$ cat src/rtl/aes_job_scheduler.sv
// aes_job_scheduler
//   Holds AES-CTR stream job descriptors from the host and runs them one at a
//   time on an aes_top instance, acting as a softreg master towards it. For
//   each job it programs the key, addresses and credits, starts the job by
//   writing the word count, then polls until no output words remain.
//
// Ports
//   clk, rst               clock, synchronous active-high reset
//   softreg_req_*          host register requests (address decoded on [6:0])
//   softreg_resp_*         host read response, one cycle after the request
//   aes_req_*              registered request stream to aes_top
//   aes_resp_*             aes_top read response (output words remaining)
//
// Host map
//   writes: 0x00-0x18 key words, 0x20 src, 0x28 dst, 0x30 push {words},
//           0x38 clear jobs_done/overflow
//   reads : 0x40 jobs_done, 0x48 {occupancy[10:8], overflow[1], busy[0]}
module aes_job_scheduler #(
    parameter int LOG_DEPTH  = 2,
    parameter int ID_CREDITS = 8,
    parameter int OM_CREDITS = 8,
    parameter int POLL_GAP   = 16
) (
    input  logic        clk,
    input  logic        rst,
    input  logic        softreg_req_valid,
    input  logic        softreg_req_isWrite,
    input  logic [31:0] softreg_req_addr,
    input  logic [63:0] softreg_req_data,
    output logic        softreg_resp_valid,
    output logic [63:0] softreg_resp_data,
    output logic        aes_req_valid,
    output logic        aes_req_isWrite,
    output logic [31:0] aes_req_addr,
    output logic [63:0] aes_req_data,
    input  logic        aes_resp_valid,
    input  logic [63:0] aes_resp_data
);
    localparam int DEPTH = 1 << LOG_DEPTH;
    localparam int GW    = (POLL_GAP > 1) ? $clog2(POLL_GAP) : 1;

    typedef struct packed {
        logic [255:0] key;
        logic [63:0]  src;
        logic [63:0]  dst;
        logic [33:0]  words;
    } job_t;

    typedef struct packed {
        logic [31:0] addr;
        logic [63:0] data;
    } aes_wr_t;

    typedef enum logic [2:0] {IDLE, LOAD, PROG, GAP, POLL_REQ, POLL_WAIT, DONE} state_t;

    // Nine-step programming sequence; the word count goes last because
    // writing it is what starts the job inside aes_top.
    function automatic aes_wr_t prog_word(input job_t j, input logic [3:0] s);
        aes_wr_t w;
        w = '0;
        case (s)
            4'd0: w = '{32'h00, j.key[63:0]};
            4'd1: w = '{32'h08, j.key[127:64]};
            4'd2: w = '{32'h10, j.key[191:128]};
            4'd3: w = '{32'h18, j.key[255:192]};
            4'd4: w = '{32'h20, j.src};
            4'd5: w = '{32'h28, j.dst};
            4'd6: w = '{32'h38, 64'(ID_CREDITS)};
            4'd7: w = '{32'h40, 64'(OM_CREDITS)};
            4'd8: w = '{32'h30, 64'(j.words)};
            default: w = '0;
        endcase
        return w;
    endfunction

    job_t                 fifo [DEPTH];
    logic [LOG_DEPTH-1:0] head, tail;
    logic [LOG_DEPTH:0]   count;
    logic [255:0]         stg_key;
    logic [63:0]          stg_src, stg_dst;
    logic [31:0]          jobs_done;
    logic                 overflow;

    state_t               state;
    job_t                 job;
    logic [3:0]           step;
    logic [GW-1:0]        gap_cnt;

    logic [6:0] addr;
    logic       host_wr, host_rd, push_req, push, pop, clear, full, busy;
    job_t       head_job;

    assign addr     = softreg_req_addr[6:0];
    assign host_wr  = softreg_req_valid &  softreg_req_isWrite;
    assign host_rd  = softreg_req_valid & ~softreg_req_isWrite;
    // Depth is a power of two, so the count MSB alone marks a full queue.
    assign full     = count[LOG_DEPTH];
    assign push_req = host_wr && (addr == 7'h30);
    // Fullness is judged before any same-cycle pop: a push into a full queue is lost.
    assign push     = push_req && !full;
    assign pop      = (state == LOAD);
    assign clear    = host_wr && (addr == 7'h38);
    assign busy     = (state != IDLE);
    assign head_job = fifo[head];

    wire unused_bits = ^{softreg_req_addr[31:7], aes_resp_data[63:34]};

    // Descriptor storage: contents are only meaningful between head and tail.
    always_ff @(posedge clk) begin
        if (push)
            fifo[tail] <= {stg_key, stg_src, stg_dst, softreg_req_data[33:0]};
    end

    // Host side: staging registers, queue pointers, counters, read responses.
    always_ff @(posedge clk) begin
        if (rst) begin
            stg_key            <= '0;
            stg_src            <= '0;
            stg_dst            <= '0;
            head               <= '0;
            tail               <= '0;
            count              <= '0;
            jobs_done          <= '0;
            overflow           <= 1'b0;
            softreg_resp_valid <= 1'b0;
            softreg_resp_data  <= '0;
        end else begin
            if (host_wr) begin
                case (addr)
                    7'h00: stg_key[63:0]    <= softreg_req_data;
                    7'h08: stg_key[127:64]  <= softreg_req_data;
                    7'h10: stg_key[191:128] <= softreg_req_data;
                    7'h18: stg_key[255:192] <= softreg_req_data;
                    7'h20: stg_src          <= softreg_req_data;
                    7'h28: stg_dst          <= softreg_req_data;
                    default: ;
                endcase
            end
            if (push)
                tail <= tail + LOG_DEPTH'(1);
            if (pop)
                head <= head + LOG_DEPTH'(1);
            case ({push, pop})
                2'b10:   count <= count + (LOG_DEPTH+1)'(1);
                2'b01:   count <= count - (LOG_DEPTH+1)'(1);
                default: ;
            endcase
            if (push_req && full)
                overflow <= 1'b1;
            // A host clear beats a completion landing in the same cycle.
            if (clear) begin
                jobs_done <= '0;
                overflow  <= 1'b0;
            end else if (state == DONE) begin
                jobs_done <= jobs_done + 32'd1;
            end
            softreg_resp_valid <= host_rd;
            softreg_resp_data  <= '0;
            if (host_rd) begin
                case (addr)
                    7'h40:   softreg_resp_data <= {32'b0, jobs_done};
                    7'h48:   softreg_resp_data <= {53'b0, 3'(count), 6'b0, overflow, busy};
                    default: ;
                endcase
            end
        end
    end

    // Job sequencer. aes_req_* are set on the transition into the cycle in
    // which they are presented, so the bus stays registered.
    always_ff @(posedge clk) begin
        if (rst) begin
            state           <= IDLE;
            job             <= '0;
            step            <= '0;
            gap_cnt         <= '0;
            aes_req_valid   <= 1'b0;
            aes_req_isWrite <= 1'b0;
            aes_req_addr    <= '0;
            aes_req_data    <= '0;
        end else begin
            aes_req_valid   <= 1'b0;
            aes_req_isWrite <= 1'b0;
            aes_req_addr    <= '0;
            aes_req_data    <= '0;
            case (state)
                IDLE: if (count != '0) state <= LOAD;
                LOAD: begin
                    job <= head_job;
                    if (head_job.words == '0) begin
                        state <= DONE;
                    end else begin
                        state           <= PROG;
                        step            <= '0;
                        aes_req_valid   <= 1'b1;
                        aes_req_isWrite <= 1'b1;
                        {aes_req_addr, aes_req_data} <= prog_word(head_job, 4'd0);
                    end
                end
                PROG: begin
                    if (step == 4'd8) begin
                        state   <= GAP;
                        gap_cnt <= '0;
                    end else begin
                        step            <= step + 4'd1;
                        aes_req_valid   <= 1'b1;
                        aes_req_isWrite <= 1'b1;
                        {aes_req_addr, aes_req_data} <= prog_word(job, step + 4'd1);
                    end
                end
                GAP: begin
                    if (gap_cnt == GW'(POLL_GAP - 1)) begin
                        state         <= POLL_REQ;
                        aes_req_valid <= 1'b1;
                        aes_req_addr  <= 32'h30;
                    end else begin
                        gap_cnt <= gap_cnt + GW'(1);
                    end
                end
                POLL_REQ: state <= POLL_WAIT;
                POLL_WAIT: begin
                    if (aes_resp_valid) begin
                        if (aes_resp_data[33:0] == '0) begin
                            state <= DONE;
                        end else begin
                            state   <= GAP;
                            gap_cnt <= '0;
                        end
                    end
                end
                // Chain straight into the next job so queued work starts
                // the cycle after completion.
                DONE: state <= (count != '0) ? LOAD : IDLE;
                default: state <= IDLE;
            endcase
        end
    end
endmodule

$ cat config.mk
export PLATFORM = sky130hd
export DESIGN_NAME = aes_job_scheduler
export DESIGN_NICKNAME = d
export VERILOG_FILES = /design/src/rtl/aes_job_scheduler.sv
export SDC_FILE = /design/constraint.sdc
export NUM_CORES = 2
export LEC_CHECK = 0
export BUFFER_PORTS_ARGS = -buffer_cell sky130_fd_sc_hd__buf_2
export CELL_PAD_IN_SITES_DETAIL_PLACEMENT = 1
export CELL_PAD_IN_SITES_GLOBAL_PLACEMENT = 1
export CORE_ASPECT_RATIO = 1.4
export CORE_MARGIN = 2
export CORE_UTILIZATION = 35
export DETAILED_ROUTE_END_ITERATION = 7
export MAX_ROUTING_LAYER = met4
export PLACE_DENSITY_LB_ADDON = 0.1
export SYNTH_ARGS = -nofsm -noshare
export SYNTH_HDL_FRONTEND = slang
export SYNTH_SLANG_ARGS = --single-unit
$ cat constraint.sdc
create_clock -name clk -period 15.9 [get_ports clk]
set_clock_uncertainty 0.1 [all_clocks]
set_input_delay 0.795 -clock clk [delete_from_list [all_inputs] [get_ports clk]]
set_output_delay 0.795 -clock clk [all_outputs]
set_load 0.02 [all_outputs]
* Word level (Yosys, flattened, before mapping)
Memories as Yosys holds them, arrays and structs flattened. A register that Yosys moved wholly into a read port is not among the register bits.
Cells that the tools add are included.
** Cells by class
- $add $sub $neg :: 7
- Equal/unequal tests :: 35
- Muxes and demuxes :: 34
- Bitwise operators :: 4
- Reductions and logical operators :: 26
** Operators by type and width (number)
- $pmux W71 S9 :: 1
- $mux W64 :: 2
- $pmux W64 S2 :: 1
- $logic_not A34 Y1 :: 2
- $pmux W32 S2 :: 1
- $add A32 B1 Y32 const B :: 1
- $eq A7 B6 Y1 const B :: 4
- $mux W4 :: 6
- $pmux W3 S7 :: 1
- $mux W3 :: 6
- $eq A4 B3 Y1 const B :: 4
- $ne A2 B2 Y1 const B :: 8
- $eq A7 B5 Y1 const B :: 2
- $eq A7 B7 Y1 const B :: 2
- $pmux W7 S2 :: 1
- $eq A4 B4 Y1 const B :: 3
- $pmux W4 S3 :: 1
- $reduce_and A2 Y1 :: 6
- $eq A3 B3 Y1 const B :: 3
- $reduce_bool A3 Y1 :: 3
- $add A4 B1 Y4 const B :: 2
- $eq A4 B2 Y1 const B :: 2
- $pmux W4 S2 :: 1
- $eq A7 B4 Y1 const B :: 1
- other kinds (27) :: 42
** Word-level totals
- Register bits :: 1016
- Bits in writable memories :: 1672
- Input port bits :: 165
- Output and inout port bits :: 163
- Logic and storage cells :: 131
- Memories :: 1
** Memories
- fifo :: depth 4, width 418, rd ports 1, clocked after memory_dff 1, wr ports 1, line 76 : job_t fifo [DEPTH];

* Depth between registers and ports, before layout
- Depth in word-level cells :: 5
- Gate-level depth with buffers :: 13
- Mapped depth without buffers :: 12

* Worst setup path before layout
Ideal clock, no wire load.
- Path type :: input port to flip-flop
- Start point :: input softreg_req_addr[1]
- End point :: memory fifo[0][0] in the netlist's numbering, enable pin
- Setup time :: 0.835 ns
- Arrival time :: 11.246 ns
- Required time :: 14.965 ns
- Slack :: 3.719 ns
- Cell stages on the path :: 7
- Path buffers :: 1
- Path through :: nor3_1 > nand2b_1 > clkbuf_1 > nor2_1 > nand2_1 > nor2_1 > and2_1
** Between the ends
- Cells in the longest elaborated chain, start to end :: 5
** Ends and longest elaborated chain
- start: declaration :: line 28 : input logic [31:0] softreg_req_addr,
- $eq A7 B6 Y1 :: line 98 : assign push_req = host_wr && (addr == 7'h30);
- $logic_and A1 B1 Y1 :: line 98
- $logic_and A1 B1 Y1 :: line 100 : assign push = push_req && !full;
- $mux W1 :: line 110 : if (push)
- $mux W1 (not written as such) :: line 111 : fifo[tail] <= {stg_key, stg_src, stg_dst, softreg_req_data[33:0]};
- end: declaration :: line 76
No other way between the ends.

==> flow_summary.ini <==
[global_route]
grt_util_all_layers = 0.211
antenna_found_initial = 25
grt_pass1_vias = 60200
grt_max_degree = 153
grt_overflow_total = 0
grt_first_pass_wirelength_mm = 418

[yosys]
ys_types = 58
ys_seq_area_frac = 0.722
async_flop_share = 0
synth_flop_cell = edfxtp_1
synth_top_cell_by_area = edfxtp_1
synthCells = 6743
synth_area_leaders = edfxtp_1 (52%), dfxtp_1 (20%), mux4_2 (9.8%)
synth_edf_count = 1672
synth_seq_cells = 2630
avgSynthCellArea_um2 = 14.2
netlist.area_leader.share = 0.523
synth_area_um2 = 96100
yosysWarnings = 0

[sta]
min_period_ns = 5.65
max-slew-margin-rel = 0.198
rsz0062_at_grt = false
hold_violations = 0
setup_viol = 0
fin_crit_sh = 0.356
setup_ws_ns = 10.25
slew_viol_final = 0
max_freq_mhz = 177
fin_setup_tns_ns = 0
tightest_slew_ns = 1.20

[drt]
drt_wl_total_mm = 288
post_drt_wl_per_cell_um = 26.7
drc = 0
vias = 56600
drtIter0Drc = 3767
dr.pass1.iters = 8
vias_per_cell = 5.25
postRouteAntennaNets = 0

[min_path]
min_path_type = in2reg
hold_path_startpoint = softreg_req_data[46]

[worst_setup_path]
cp_slowest_cell = buf_4
cp-end-kind = flip-flop
critPathKind = reg2reg
path_cells = buf_4 -> buf_4 -> mux4_2 -> nor4_1 -> nand3_1 -> or3_4 -> buf_4 -> nand3_1 -> a21oi_1
worst_ep_required_time_ns = 16.47
critPathBufInv = 3
cp_max_fo = 36
worstPathArrival_ns = 6.22
cpMostUsedCell = buf_4
crit_path_max_incr_delay_ns = 0.80
start_kind = flip-flop
cp_top_family = buffers and inverters

[cells_and_area]
regArea_um2 = 69400
drive_gt1_frac = 0.169
multi_input_area_um2 = 24900
fillers = 27700
synthToLayoutAreaGrowth_pct = 14.4
fin_nets = 7069

[cts]
cts_max_level = 5
cts_buffers = 276
cts_resized = 0
cts_buffer_depth = 4
post-cts-setup-buffers = 0
clock_latency_ns = 0.86
cts_num_sinks = 2630
cts_root_buf = clkbuf_16
cts_hold_buf = 0
cts.clk_slew.worst_paths_ns = 0.07
tritoncts = built

[placement]
globalplace.congestion = 0.709
dpl.hpwl_mm = 146
post-place-ws_ns = 9.50
port_buffers = 212

[floorplanning]
row_count = 227
core_um2 = 273000
ios = 328
die_h_um = 624
die_area_um2 = 279000
initial_utilization = 0.352
die_width_um = 447

[power_and_ir_drop]
p_leak_uw = 0.0364
power_density_nw_per_um2 = 144
vdd_ir_drop_max_mv = 0.101

[outcome]
status = finished clean

[job]
maxCapViolCount = 0
[worst reg2reg max path, stage by stage (launching register included)]
cell     delay [ns]
dfxtp_4        0.68
buf_4          0.72
buf_4          0.86
mux4_2         0.63
nor4_1         0.48
nand3_1        0.26
or3_4          0.79
buf_4          0.59
nand3_1        0.30
a21oi_1        0.09
[Yosys cell counts, types with 15 or more instances]
library cell,instances
nor4_1,22
dfxtp_1,958
clkbuf_1,379
o21ai_0,15
buf_4,61
xor2_1,16
or3_1,17
a21o_1,31
nor2_1,71
a31o_2,34
a222oi_1,80
buf_1,59
a22oi_1,70
inv_1,16
and3_1,36
nand3_1,79
mux4_2,418
edfxtp_1,1672
nor3_1,15
mux2i_1,17
nand2_1,1666
a21oi_1,892
[power by group]
part,leakage [uW],internal (uW),switching [uW]
Combinational,0.00714,561,1040
Sequential,0.0249,7500,218
Clock,0.00441,3830,2680
Total,0.0364,11900,3930
[cell usage in the layout (no fill, tap or decap), types with 22 or more instances in the layout]
| cell | instances |
|---|---|
| a21o_1 | 31 |
| bufinv_16 | 23 |
| clkinv_1 | 22 |
| clkbuf_16 | 288 |
| a21oi_1 | 892 |
| and3_1 | 31 |
| conb_1 | 60 |
| a22oi_1 | 70 |
| a222oi_1 | 80 |
| buf_2 | 211 |
| nand3_1 | 77 |
| a31o_2 | 34 |
| mux4_2 | 418 |
| clkinv_2 | 44 |
| dfxtp_1 | 956 |
| edfxtp_1 | 1672 |
| buf_4 | 96 |
| clkbuf_1 | 74 |
| clkbuf_8 | 29 |
| nor2_1 | 70 |
| nand2_1 | 1664 |
| nor4_1 | 22 |
[path summary, 6_finish.rpt]
check                           slack (ns)                to  depth (start not counted)
worst max-delay path                 10.25  aes_req_data[51]                          9
worst max register to register       10.25  aes_req_data[51]                          9
worst min-delay path                  0.17       stg_src[46]                          3
worst min register to register        0.35          job[149]                          2
[flip-flops by register name, indices dropped and copies added (netlist names), 4 cells and up, named ones only]
name and count:
aes_req_addr 4, step 4, jobs_done 32, gap_cnt 4, stg_dst 64, aes_req_data 64, job 418, stg_src 64
stg_key 256, fifo 1672, softreg_resp_data 32
[cell families after synthesis]
kind of cell,after synthesis,share of synthesized area
XOR/XNOR,31,0.00290
buffers and inverters,527,0.0232
multiplexers,435,0.0997
other,1,0.0000390
adder cells (fa/ha/maj),14,0.00190
AO/OA/AOI/OAI,1160,0.0697
AND/OR/NAND/NOR,1945,0.0803
flip-flops,2630,0.722
[metrics by stage]
step	hold slack [ns]	util	total power (uW)	cell area (um^2)	std cells
finish	0.172	0.402	15800	110000	10800
detailed placement	0.346	0.369	9530	101000	10300
floorplan	0.336	-	8920	96300	6802
global route	0.133	0.402	16400	110000	10800
CTS	0.102	0.402	16100	110000	10800
global placement	0.341	0.369	9510	101000	10300
[metal layers]
metal  share of wire  vias up  global-route usage
li1                -    25100                   -
met1            0.42    29900               0.259
met2            0.51     1179               0.367
met5               0        -                   -
met3           0.043      414              0.0266
met4           0.025        0              0.0547
[area by class of cell]
| type | count | area share |
|---|---|---|
| Clock inverter | 102 | 0.0101 |
| Clock buffer | 391 | 0.0717 |
| Multi-Input combinational cell | 3645 | 0.226 |
| Inverter | 17 | 0.000649 |
| Sequential cell | 2630 | 0.631 |
| Antenna cell | 11 | 0.000250 |
| Tap cell | 3664 | 0.0417 |
| Timing Repair Buffer | 320 | 0.0185 |
No activity file was read; power rests on OpenSTA's default activity.
